[src/rtl/addmult_issuer.sv]
`default_nettype none
// ============================================================================
// Module  : addmult_issuer
// Purpose : Issues one (l+r)*m request at a time to an add-multiply unit,
//           returns its result (or a qNaN on timeout) with the request tag.
// Rev     : 1.0
// ============================================================================
module addmult_issuer #(
    parameter int TIMEOUT = 64,
    parameter int TAG_W   = 4
) (
    input  logic             clk,
    input  logic             reset,
    input  logic             req_valid,
    output logic             req_ready,
    input  logic [63:0]      req_add_left,
    input  logic [63:0]      req_add_right,
    input  logic [63:0]      req_mult_right,
    input  logic [TAG_W-1:0] req_tag,
    output logic [63:0]      am_add_left,
    output logic [63:0]      am_add_right,
    output logic [63:0]      am_mult_right,
    output logic             am_input_valid,
    input  logic [63:0]      am_result,
    input  logic             am_done,
    output logic             rsp_valid,
    input  logic             rsp_ready,
    output logic [63:0]      rsp_result,
    output logic [TAG_W-1:0] rsp_tag,
    output logic             rsp_timeout,
    output logic             busy,
    output logic             err_timeout,
    output logic             err_stray,
    input  logic             err_clear,
    output logic [15:0]      op_count
);

    typedef enum logic [1:0] {
        S_IDLE  = 2'd0,
        S_ISSUE = 2'd1,
        S_WAIT  = 2'd2,
        S_RESP  = 2'd3
    } state_t;

    localparam logic [15:0] c_tmo_last = 16'(TIMEOUT - 1);
    localparam logic [63:0] c_qnan     = 64'h7FF8_0000_0000_0000;

    state_t             state_q, state_d;
    logic [15:0]        cnt_q, cnt_d;
    logic [63:0]        left_q, left_d;
    logic [63:0]        right_q, right_d;
    logic [63:0]        mult_q, mult_d;
    logic [TAG_W-1:0]   tag_q, tag_d;
    logic [63:0]        res_q, res_d;
    logic               tmo_q, tmo_d;
    logic               err_tmo_q, err_tmo_d;
    logic               err_stray_q, err_stray_d;
    logic [15:0]        opcnt_q, opcnt_d;
    logic               w_tmo_evt;
    logic               w_stray_evt;

    always_ff @(posedge clk or negedge reset) begin
        if (!reset) begin
            state_q     <= S_IDLE;
            cnt_q       <= '0;
            left_q      <= '0;
            right_q     <= '0;
            mult_q      <= '0;
            tag_q       <= '0;
            res_q       <= '0;
            tmo_q       <= 1'b0;
            err_tmo_q   <= 1'b0;
            err_stray_q <= 1'b0;
            opcnt_q     <= '0;
        end else begin
            state_q     <= state_d;
            cnt_q       <= cnt_d;
            left_q      <= left_d;
            right_q     <= right_d;
            mult_q      <= mult_d;
            tag_q       <= tag_d;
            res_q       <= res_d;
            tmo_q       <= tmo_d;
            err_tmo_q   <= err_tmo_d;
            err_stray_q <= err_stray_d;
            opcnt_q     <= opcnt_d;
        end
    end

    always_comb begin
        state_d   = state_q;
        cnt_d     = cnt_q;
        left_d    = left_q;
        right_d   = right_q;
        mult_d    = mult_q;
        tag_d     = tag_q;
        res_d     = res_q;
        tmo_d     = tmo_q;
        opcnt_d   = opcnt_q;
        w_tmo_evt = 1'b0;
        case (state_q)
            S_IDLE: begin
                if (req_valid) begin
                    left_d  = req_add_left;
                    right_d = req_add_right;
                    mult_d  = req_mult_right;
                    tag_d   = req_tag;
                    state_d = S_ISSUE;
                end
            end
            S_ISSUE: begin
                cnt_d   = '0;
                state_d = S_WAIT;
            end
            S_WAIT: begin
                // A completion arriving on the last wait cycle beats the timeout.
                if (am_done) begin
                    res_d   = am_result;
                    tmo_d   = 1'b0;
                    state_d = S_RESP;
                end else if (cnt_q == c_tmo_last) begin
                    res_d     = c_qnan;
                    tmo_d     = 1'b1;
                    w_tmo_evt = 1'b1;
                    state_d   = S_RESP;
                end else begin
                    cnt_d = cnt_q + 16'd1;
                end
            end
            S_RESP: begin
                if (rsp_ready) begin
                    opcnt_d = opcnt_q + 16'd1;
                    state_d = S_IDLE;
                end
            end
            default: state_d = S_IDLE;
        endcase
    end

    // Set events take priority over a simultaneous clear.
    assign w_stray_evt = am_done && (state_q != S_WAIT);
    assign err_tmo_d   = w_tmo_evt   | (err_tmo_q   & ~err_clear);
    assign err_stray_d = w_stray_evt | (err_stray_q & ~err_clear);

    assign req_ready      = reset && (state_q == S_IDLE);
    assign am_input_valid = (state_q == S_ISSUE);
    assign am_add_left    = left_q;
    assign am_add_right   = right_q;
    assign am_mult_right  = mult_q;
    assign rsp_valid      = (state_q == S_RESP);
    assign rsp_result     = res_q;
    assign rsp_tag        = tag_q;
    assign rsp_timeout    = tmo_q;
    assign busy           = (state_q != S_IDLE);
    assign err_timeout    = err_tmo_q;
    assign err_stray      = err_stray_q;
    assign op_count       = opcnt_q;

endmodule
`default_nettype wire
[config.mk]
export PLATFORM = sky130hd
export DESIGN_NAME = addmult_issuer
export DESIGN_NICKNAME = d
export VERILOG_FILES = /design/src/rtl/addmult_issuer.sv
export SDC_FILE = /design/constraint.sdc
export NUM_CORES = 1
export LEC_CHECK = 0
export ABC_AREA = 1
export CORE_AREA = 2 2 214 216
export CTS_BUF_LIST = sky130_fd_sc_hd__clkbuf_2 sky130_fd_sc_hd__clkbuf_4 sky130_fd_sc_hd__clkbuf_8
export DETAILED_ROUTE_END_ITERATION = 6
export DIE_AREA = 0 0 216 218
export GPL_ROUTABILITY_DRIVEN = 0
export PLACE_DENSITY = 0.58
export SYNTH_ARGS = -nofsm -noshare
export SYNTH_HDL_FRONTEND = slang
export SYNTH_SLANG_ARGS = --single-unit
[constraint.sdc]
create_clock -name clk -period 2.36 [get_ports clk]
set_clock_uncertainty 0.2 [all_clocks]
set_input_delay 0.354 -clock clk [delete_from_list [all_inputs] [get_ports clk]]
set_output_delay 0.354 -clock clk [all_outputs]
set_load 0.02 [all_outputs]
Word level (Yosys, flattened, before mapping)
Cells that the tools add are included.
{"block": "word_totals", "ff_bits": 297, "wordCells": 54, "inputBits": 266, "out_inout_bits": 283}
{"block": "op_classes", "addsub": 2, "eq_ne": 10, "n_reduce_logical": 11, "n_bitwise": 5, "mux": 15}
{"operator": "$mux 64", "count": 2}
{"operator": "$add 16x1->16 const B", "count": 2}
{"operator": "$mux 16", "count": 2}
{"operator": "$pmux 16 s2", "count": 1}
{"operator": "$eq 16x6->1 const B", "count": 1}
{"operator": "$mux 2", "count": 4}
{"operator": "$ne 2x2->1 const B", "count": 4}
{"operator": "$pmux 2 s4", "count": 1}
{"operator": "$reduce_and 2->1", "count": 3}
{"operator": "$reduce_and 3->1", "count": 2}
{"operator": "$reduce_bool 2->1", "count": 3}
{"operator": "$mux 1", "count": 5}
{"operator": "$eq 2x2->1 const B", "count": 2}
{"operator": "$ne 3x3->1 const B", "count": 1}
{"operator": "$and 1x1->1", "count": 2}
{"operator": "$eq 2x1->1 const B", "count": 1}
{"operator": "$logic_and 1x1->1", "count": 2}
{"operator": "$logic_not 2->1", "count": 1}
{"operator": "$ne 2x1->1 const B", "count": 1}
{"operator": "$or 1x1->1", "count": 2}
{"operator": "$not 1->1", "count": 1}

Longest topological paths before layout
Gate-level depths: netlist of run 1.
{"block": "logic_depth", "word_depth": 5, "ltp_mapped": 10, "ltp_nobuf": 9}

Worst setup path after synthesis of run 1
OpenSTA, ideal clock, no wires.
{"block": "synth_timing", "path_type": "flip-flop to flip-flop", "start": "register state_q[0]", "end": "register opcnt_q[11], in the netlist op_count[11]", "synth_period_minus_slack_ns": 1.892, "path_buffers": 0, "stages_incl_launch_ff": 9, "required_ns": 2.041, "arrival_ns": 1.573, "path_slack_ns": 0.468, "setup_time_ns": 0.119, "cell_sequence": "dfrtp_1 ha_1 nand2_1 nor2_1 nand2_1 nor2_1 nand2_1 o21ai_1 nand2_1"}
{"block": "synth_via", "elab_chain_cells": 2}
{"item": "start: declaration", "line": "48", "source": "state_t state_q, state_d;"}
{"item": "start signal: assignment", "line": "76", "source": "state_q <= state_d;"}
{"item": "$eq 2x2->1"}
{"item": "via rsp_valid", "line": "26", "source": "output logic rsp_valid,"}
{"item": "$reduce_and 2->1 (no source line)"}
{"item": "end signal: assignment", "line": "86", "source": "opcnt_q <= opcnt_d;"}
{"item": "end: declaration", "line": "58", "source": "logic [15:0] opcnt_q, opcnt_d;"}
The timed path passes the listed nets, and every way through them passes these cells.
A chain may end at the register's enable or synchronous reset.

Final worst setup path of run 1
{"block": "layout_timing", "start": "register opcnt_q[4], in the netlist op_count[4]", "end": "output port op_count[4]"}
{"item": "end: declaration", "line": "35", "source": "output logic [15:0] op_count"}
No word-level cell between the ends.

==> impl_metrics.toml, run 1 <==
[global_routing]
track_usage_pct = 16.6
grt_pass1_wl_um = 59900
grt.overflow.total = 0
grt_max_degree = 153
antenna_found_initial = 8
grt_pass1_vias = 9781

[setup_path]
crit_family = "buffers and inverters"
critPathArrivalTime_ns = 1.71
cp_max_fo = 5
r2r-start = "state_q[0]$_DFFE_PN0P_"
worst_setup_path_end_kind = "output pin"
startpoint_type = "register"
cp_cell_sequence = "clkdlybuf4s50_1"
cp.required_ns = 1.81
path_buf_inv = 1
worstSetupPathType = "reg2out"
worst_r2r_endpoint = "cnt_q[2]$_DFFE_PN0P_"
max_stage_delay_ns = 0.66
r2r_slack_ns = 0.33
reg2reg_depth = 7
cp_slowest_cell = "clkdlybuf4s50_1"

[pwr]
power.switching_mw = 9.76
p_per_area_nw_per_um2 = 1380
peakVddDrop_mv = 0.615
finalPower_mw = 26.7
switching_share_pct = 36.5
combPwrFrac_pct = 48.5
p_clk_share_pct = 19.0
p_int_mw = 17.0
p_seq_share_pct = 32.5
power_leakage_nw = 8.52

[timing]
fmax_mhz = 441
worstMarginPinSlew_ns = 0.974
slew-limit-headroom_pct = 35.1
finalSetupViolCount = 0
rsz0062_at_grt = "false"
tns_ns = 0
fin_crit_sh_pct = 96.1
min_period_ns = 2.27
hold_viol = 0
finalMaxSlewViolations = 0

[synth]
synth_compound_area_share_pct = 1.57
synthesis.nets = 1250
synth.distinct_cells = 28
ys_warn_count = 0
synth_area_um2 = 11900
synthSimpleGateAreaFrac_pct = 12.3
synthAdderAreaFrac_pct = 0.736
syn_area_per_cell_um2 = 12.2
ys_ff_latch = 297
synthMuxAreaShare_pct = 18.6
synth_xor_area_share_pct = 0.957
synth_top_family_by_area = "multiplexers"
synth_seq_area_share_pct = 62.5
synthCells = 977

[finish]
final-seq-area_um2 = 7430
stdcell_count = 2204
final_util_pct = 43.2
fill_cells = 4272
multiInputGateArea_um2 = 4080
fin_nets = 1838
final_area_um2 = 19400
syn2layout_area_growth_pct = 63.1
drive_gt1_share_pct = 20.9

[hold_path]
min_to = "rsp_result[12]$_DFFE_PN0P_"
min_from = "am_result[12]"
hold_depth = 3
hold_class = "in2reg"

[clock_tree]
root_buffer = "clkbuf_8"
cts_tree = "built"
clk_pin_slew_worst_paths_ns = 0.06
clkLatencyLatePin_ns = 0.62
cts_sinks = 297
cts-buffers-inserted = 54
cts_max_path_buffers = 3
post_cts_buffers = 0
ctsHtreeMaxLevel = 2

[floorplanning]
die_y_um = 218
initial_core_util_pct = 26.5
io-pin-count = 549
dieArea_um2 = 47100
fp.dieW_um = 216
coreArea_um2 = 44900
row_count = 78

[drt]
remaining_drc_errors = 0
vias = 9451
avgRoutedWirePerCell_um = 18.2
drt_first_pass_iters = 4
vias_per_cell = 4.29
ant_nets = 0
dr.first_iter.drc_count = 471
drt-total-wl_um = 40200

[placed_design]
dp_hpwl_um = 30600
dpl-instance-area_um2 = 18300
port_buffers = 548
dp_cells = 2108

[run]
cap_viol_max_count = 0

[status]
outcome = "finished, final reports clean"
## placed cells by master, fill, tap and decap left out, drive strengths merged, types with 7 or more instances in the layout
cell type and n:
clkdlybuf4s50 540, dfrtp 297, nand2 209, mux2 196, nand3 92, clkbuf 86
inv 38, buf 32, nor2 31, o21ai 28, xnor2 7, ha 7
## logic make-up (layout without fill, tap and decap cells)
group                      Yosys count  in the layout
adders and majority gates            7              7
xor gates and xnor gates            13             13
other                                0              3
DFF                                297            297
muxes                              196            196
and+or+nand+nor                    345            345
AOI/OAI and AO/OA                   35             35
buffers and inverters               84            708
## synthesized netlist by cell type
cell | n | share of area (%)
dfrtp_1 | 297 | 62
nand2_1 | 209 | 6.6
mux2_2 | 196 | 19
nand3_1 | 89 | 3.7
inv_1 | 35 | 1.1
buf_2 | 31 | 1.3
nor2_1 | 29 | 0.91
o21ai_0 | 25 | 1.1
clkbuf_1 | 8 | 0.25
ha_1 | 7 | 0.74
xnor2_1 | 7 | 0.52
xor2_1 | 6 | 0.44
buf_6 | 5 | 0.47
nand4_1 | 5 | 0.26
buf_4 | 3 | 0.19
nand3_2 | 3 | 0.25
o21ai_1 | 3 | 0.13
o21bai_1 | 3 | 0.19
o22ai_1 | 3 | 0.16
inv_2 | 2 | 0.063
nor2_2 | 2 | 0.11
nor3_1 | 2 | 0.084
or2_2 | 2 | 0.11
a21oi_1 | 1 | 0.042
nand3b_1 | 1 | 0.063
nor3_2 | 1 | 0.084
nor3b_1 | 1 | 0.063
nor4_1 | 1 | 0.053
## worst register-to-register path, cell delays in order (launching register included)
cell	delay, ns
dfrtp_1	0.41
inv_2	0.08
ha_1	0.29
nand2_2	0.14
nand3_2	0.36
buf_4	0.30
nand2_1	0.05
o21ai_0	0.08
## worst max path at each step
stage	slack (ns)	from	to	cells past startpoint
floorplan	0.47	state_q[0]$_DFFE_PN0P_	op_count[11]$_DFFE_PN0P_	8
global placement	0.27	req_valid	am_add_left[34]$_DFFE_PN0P_	5
detailed placement	0.24	am_done	cnt_q[0]$_DFFE_PN0P_	5
CTS	0.004	state_q[1]$_DFFE_PN0P_	busy	4
global route	0.001	op_count[4]$_DFFE_PN0P_	op_count[4]	1
finish	0.09	op_count[4]$_DFFE_PN0P_	op_count[4]	1
## state kept, by name, indices dropped and copies added (netlist names)
signal,cells
am_add_left,64
am_add_right,64
am_mult_right,64
rsp_result,64
cnt_q,16
op_count,16
rsp_tag,4
state_q,2
err_stray,1
err_timeout,1
rsp_timeout,1
## power by group through the flow
stage / logic [mW] / registers [mW] / clock network [mW]
CTS: 13.2 / 8.71 / 5.29
global placement: 13.0 / 8.68 / 0
global route: 13.7 / 9.00 / 5.53
finish: 13.0 / 8.69 / 5.07
floorplan: 3.52 / 11.5 / 0
detailed placement: 13.1 / 8.77 / 0
## routing by layer
| layer | wire (um) | track usage, % | vias up |
|---|---|---|---|
| met3 | 3590 | 6.29 | 59 |
| met5 | 23 | 0 | - |
| met1 | 15900 | 19.4 | 4567 |
| li1 | - | - | 4436 |
| met2 | 19800 | 28.2 | 385 |
| met4 | 945 | 5.30 | 4 |
## repair_timing
item                                   CTS  global route
endpoints found under the hold margin  245             0
resized for setup                        9             6
setup endpoints to repair                4             6
hold buffers                             1             0
pin swaps                                0             0
## layout make-up
class,count,share of cell area [%]
Antenna cell,3,0.0387
Clock buffer,86,5.42
Clock inverter,6,0.342
Timing Repair Buffer,579,30.3
Tap cell,600,3.87
Multi-Input combinational cell,596,21.0
Sequential cell,297,38.3
Inverter,37,0.716
## through the flow
stage          hold WS, ns  setup slack, ns
2_1_floorplan       -0.142            0.468
3_3_place_gp         0.259            0.269
3_5_place_dp         0.260            0.237
4_1_cts            0.00890          0.00364
5_1_grt             0.0339          0.00139
6_report            0.0716           0.0930
Note: power is estimated with default switching activity, not from simulation.
==> run 2, diff against run 1 <==
CTS_CLUSTER_DIAMETER = 30   (was unset)
==> run 2 against run 1 <==
Net effect: critical path depth unchanged; via count is 3.2% higher; routed wire length grew 1.8%; setup slack gained 0.015 ns; count of clock-buffer cells in the layout increased by 25; global-route usage grew 0.34 points; cell area increased by 4.9%; sequential cell count did not move; largest cell class unchanged; largest power group unchanged.
==> impl_metrics.toml, run 2 (same netlist as run 1, synthesis figures left out) <==
[timing]
layout_setup_ws_ns = 0.108
finalSetupViolCount = 0
fmax_mhz = 444
finalMaxSlewViolations = 0
worstMarginPinSlew_ns = 0.967
slew-limit-headroom_pct = 35.5
tns_ns = 0
rsz0062_at_grt = "false"
min_period_ns = 2.25
fin_crit_sh_pct = 95.4
hold_viol = 0
fin_hold_ws_ns = 0.0782

[global_routing]
grt_pass1_vias = 10200
track_usage_pct = 16.9
antenna_found_initial = 9
grt_pass1_wl_um = 60700
grt_max_degree = 153
grt.overflow.total = 0

[floorplanning]
dieArea_um2 = 47100
io-pin-count = 549
row_count = 78
initial_core_util_pct = 26.5
die_y_um = 218
fp.dieW_um = 216
coreArea_um2 = 44900

[setup_path]
worstSetupPathType = "reg2out"
max_stage_delay_ns = 0.66
crit_family = "buffers and inverters"
startpoint_type = "register"
critPathArrivalTime_ns = 1.70
cp.required_ns = 1.81
cp_cell_sequence = "clkdlybuf4s50_1"
path_buf_inv = 1
worst_setup_path_end_kind = "output pin"
cp_max_fo = 4
cp_slowest_cell = "clkdlybuf4s50_1"

[finish]
syn2layout_area_growth_pct = 71.2
layout_commonest_cell = "clkdlybuf4s50_1"
mostFrequentLayoutCells = "539 x clkdlybuf4s50_1, 297 x dfrtp_1, 207 x nand2_1"
drive_gt1_share_pct = 23.4
stdcell_count = 2272
fin_nets = 1878

[placed_design]
pre_cts_ws_ns = 0.237
port_buffers = 548
dp_cells = 2108
dp_hpwl_um = 30600

[clock_tree]
cts_max_path_buffers = 3
clk_pin_slew_worst_paths_ns = 0.05
root_buffer = "clkbuf_8"
cts_tree = "built"
clkLatencyLatePin_ns = 0.62
cts-buffers-inserted = 82
cts_sinks = 297
post_cts_buffers = 0
ctsHtreeMaxLevel = 3

[pwr]
finalPower_mw = 29.7
peakVddDrop_mv = 0.649
power_leakage_nw = 8.98
p_per_area_nw_per_um2 = 1460

[drt]
avgRoutedWirePerCell_um = 18.0
ant_nets = 0
dr.first_iter.drc_count = 404
remaining_drc_errors = 0
drt_first_pass_iters = 5
drt-total-wl_um = 40900
vias = 9751
vias_per_cell = 4.29

[status]
outcome = "finished, final reports clean"

[hold_path]
hold_class = "in2reg"

[run]
cap_viol_max_count = 0
==> run 2: cell types whose count changed in the layout (fill, tap and decap cells not counted), moves of 2 or more <==
| cell | delta |
|---|---|
| clkinvlp_4 | +3 |
| clkbuf_4 | -10 |
| dlygate4sd2_1 | +2 |
| dlygate4sd3_1 | +12 |
| clkinv_2 | +17 |
| bufinv_16 | +11 |
| clkbuf_8 | +35 |
==> run 2: path summary, 6_finish.rpt <==
check | start | endpoint | slack [ns] | cells past startpoint
setup / recovery | op_count[6]$_DFFE_PN0P_ | op_count[6] | 0.11 | 1
hold / removal | am_result[23] | rsp_result[23]$_DFFE_PN0P_ | 0.08 | 3
setup reg to reg | state_q[0]$_DFFE_PN0P_ | cnt_q[2]$_DFFE_PN0P_ | 0.33 | 7
hold reg to reg | rsp_result[4]$_DFFE_PN0P_ | rsp_result[4]$_DFFE_PN0P_ | 0.30 | 2
max in group asynchronous | reset | am_add_right[57]$_DFFE_PN0P_ | 0.67 | 4
min in group asynchronous | reset | rsp_result[1]$_DFFE_PN0P_ | 0.21 | 3
==> run 2: area by class of cell <==
class                   count  area (um^2)
inverters                  37          139
flip-flops and latches    297         7430
fillers                  4204        24500
diodes                      4         10.0
clock inverters            36          493
multi-input cells         596         4080
clock buffers             111         1460
well taps                 600          751
repair buffers            591         6000
==> run 2: metal layers <==
| metal | up-vias | wire length, um | track usage, % |
|---|---|---|---|
| li1 | 4547 | - | - |
| met1 | 4706 | 16100 | 19.2 |
| met2 | 411 | 19800 | 27.9 |
| met3 | 83 | 3590 | 6.51 |
| met4 | 4 | 1340 | 8.63 |
| met5 | - | 26 | 0 |
==> run 2: through the flow <==
step	area [um^2]	util, %
finish	20400	45.4
CTS	20300	45.3
global route	20400	45.4
global placement	18300	40.7
floorplan	11900	-
detailed placement	18300	40.7
==> run 2: power breakdown <==
part / switching (mW) / total (mW) / internal [mW]
Combinational: 6.37 / 13.0 / 6.63
Clock: 2.67 / 7.98 / 5.31
Sequential: 1.26 / 8.71 / 7.45
==> run 2: repair_timing <==
item,CTS,global route
hold buffers,13,0
endpoints found under the setup margin,6,3
pin swaps,0,0
gates resized for setup,12,3
hold endpoints to repair,257,0
==> run 3, diff against run 2 <==
CAP_MARGIN = 40   (was unset)
CTS_CLUSTER_SIZE = 14   (was unset)
==> run 3 against run 2 <==
Net effect: first-iteration DRC count is 2.0% lower; combinational power hardly changed; cell area hardly changed; sequential cell count stayed put; critical endpoint is now am_mult_right[14]; power stayed put; sequential power hardly changed; global-route usage hardly changed; via count hardly changed.
==> impl_metrics.toml, run 3 (same netlist as run 1, synthesis figures left out) <==
[drt]
vias = 9749
avgRoutedWirePerCell_um = 18.0
remaining_drc_errors = 0
drt-total-wl_um = 40800
vias_per_cell = 4.29
dr.first_iter.drc_count = 396
ant_nets = 0
drt_first_pass_iters = 5

[setup_path]
cp_slowest_cell = "clkdlybuf4s50_1"
max_stage_delay_ns = 0.65
r2r-start = "state_q[0]$_DFFE_PN0P_"
cp.required_ns = 1.81
reg2reg_depth = 7
startpoint_type = "register"
cp_max_fo = 2
worst_setup_path_end_kind = "output pin"
cp_cell_sequence = "clkdlybuf4s50_1"
path_buf_inv = 1
worstSetupPathType = "reg2out"
critPathArrivalTime_ns = 1.71
crit_family = "buffers and inverters"
worst_r2r_endpoint = "cnt_q[2]$_DFFE_PN0P_"
r2r_slack_ns = 0.33

[global_routing]
grt_pass1_wl_um = 60700
grt.met3_usage_pct = 6.51
grt-busiest-layer = "met2"
antenna_found_initial = 9
grt_max_degree = 153
globalRouteMet2Util_pct = 27.8
grt_pass1_vias = 10100
globalRouteMet1Util_pct = 19.2
track_usage_pct = 16.9
grt.overflow.total = 0

[pwr]
finalPower_mw = 29.7
p_int_mw = 19.4
p_clk_share_pct = 26.9
power.switching_mw = 10.3
peakVddDrop_mv = 0.649
p_seq_share_pct = 29.3
power_leakage_nw = 8.98
switching_share_pct = 34.7
p_per_area_nw_per_um2 = 1460
combPwrFrac_pct = 43.8

[floorplanning]
coreArea_um2 = 44900
die_y_um = 218
io-pin-count = 549
row_count = 78
dieArea_um2 = 47100
fp.dieW_um = 216
initial_core_util_pct = 26.5

[clock_tree]
clk_pin_slew_worst_paths_ns = 0.05
cts_tree = "built"
clkLatencyLatePin_ns = 0.62
post_cts_buffers = 0
cts_sinks = 297
root_buffer = "clkbuf_8"
cts_max_path_buffers = 3
cts-buffers-inserted = 82
ctsHtreeMaxLevel = 3

[timing]
hold_viol = 0
rsz0062_at_grt = "false"
fin_hold_ws_ns = 0.0783
fin_crit_sh_pct = 96.0
tns_ns = 0
finalMaxSlewViolations = 0
finalSetupViolCount = 0
min_period_ns = 2.27
worstMarginPinSlew_ns = 0.953
fmax_mhz = 441
slew-limit-headroom_pct = 36.4

[finish]
mostFrequentLayoutCells = "539 x clkdlybuf4s50_1, 297 x dfrtp_1, 207 x nand2_1"
fin_nets = 1876
syn2layout_area_growth_pct = 71.0
layout_commonest_cell = "clkdlybuf4s50_1"
fill_cells = 4204
drive_gt1_share_pct = 23.4

[placed_design]
dp_hpwl_um = 30600
port_buffers = 548

[hold_path]
hold_depth = 3
hold_class = "in2reg"
min_from = "am_result[23]"
min_to = "rsp_result[23]$_DFFE_PN0P_"

[run]
cap_viol_max_count = 0

[status]
outcome = "finished, final reports clean"
==> run 3: how the worst max path moves through the flow <==
stage,slack [ns],to,depth (start not counted),startpoint
floorplan,0.47,op_count[11]$_DFFE_PN0P_,8,state_q[0]$_DFFE_PN0P_
global placement,0.27,am_add_left[34]$_DFFE_PN0P_,5,req_valid
detailed placement,0.24,cnt_q[0]$_DFFE_PN0P_,5,am_done
CTS,0.002,op_count[10],1,op_count[10]$_DFFE_PN0P_
global route,0.003,req_ready,5,state_q[0]$_DFFE_PN0P_
finish,0.09,am_mult_right[14],1,am_mult_right[14]$_DFFE_PN0P_
==> run 3: stage by stage <==
step | setup WS (ns) | cells | util [%] | cell area [um^2]
6_report | 0.0937 | 2270 | 45.3 | 20300
2_1_floorplan | 0.468 | 977 | - | 11900
4_1_cts | 0.00159 | 2266 | 45.3 | 20300
3_3_place_gp | 0.269 | 2108 | 40.7 | 18300
3_5_place_dp | 0.237 | 2108 | 40.7 | 18300
5_1_grt | 0.00278 | 2270 | 45.3 | 20300
==> run 3: per-layer routing <==
metal  vias to the layer above  routed length [um]  part of all wire (%)
met5                         -                  26                 0.064
met3                        87                3500                   8.6
met4                         4                1350                   3.3
met2                       409               19800                    48
met1                      4704               16200                    40
li1                       4545                   -                     -
==> run 3: cell type report <==
class,count,area (um^2),area share [%]
diodes,4,10.0,0.0492
clock inverters,36,493,2.42
multi-input cells,596,4080,20.1
well taps,600,751,3.69
clock buffers,111,1460,7.17
inverters,37,139,0.683
flip-flops and latches,297,7430,36.5
repair buffers,589,5980,29.4
==> run 3: repair_timing <==
action / CTS / global route
resized for setup: 11 / 4
gates cloned: 0 / 0
setup endpoints to repair: 5 / 4
hold endpoints to repair: 255 / 0
hold buffers: 11 / 0
==> run 3: power by group through the flow <==
stage	Sequential (mW)	Clock [mW]	Combinational [mW]
2_1_floorplan	11.5	0	3.52
5_1_grt	9.01	8.48	13.8
4_1_cts	8.73	8.21	13.2
6_report	8.72	7.98	13.0
3_3_place_gp	8.68	0	13.0
3_5_place_dp	8.77	0	13.1
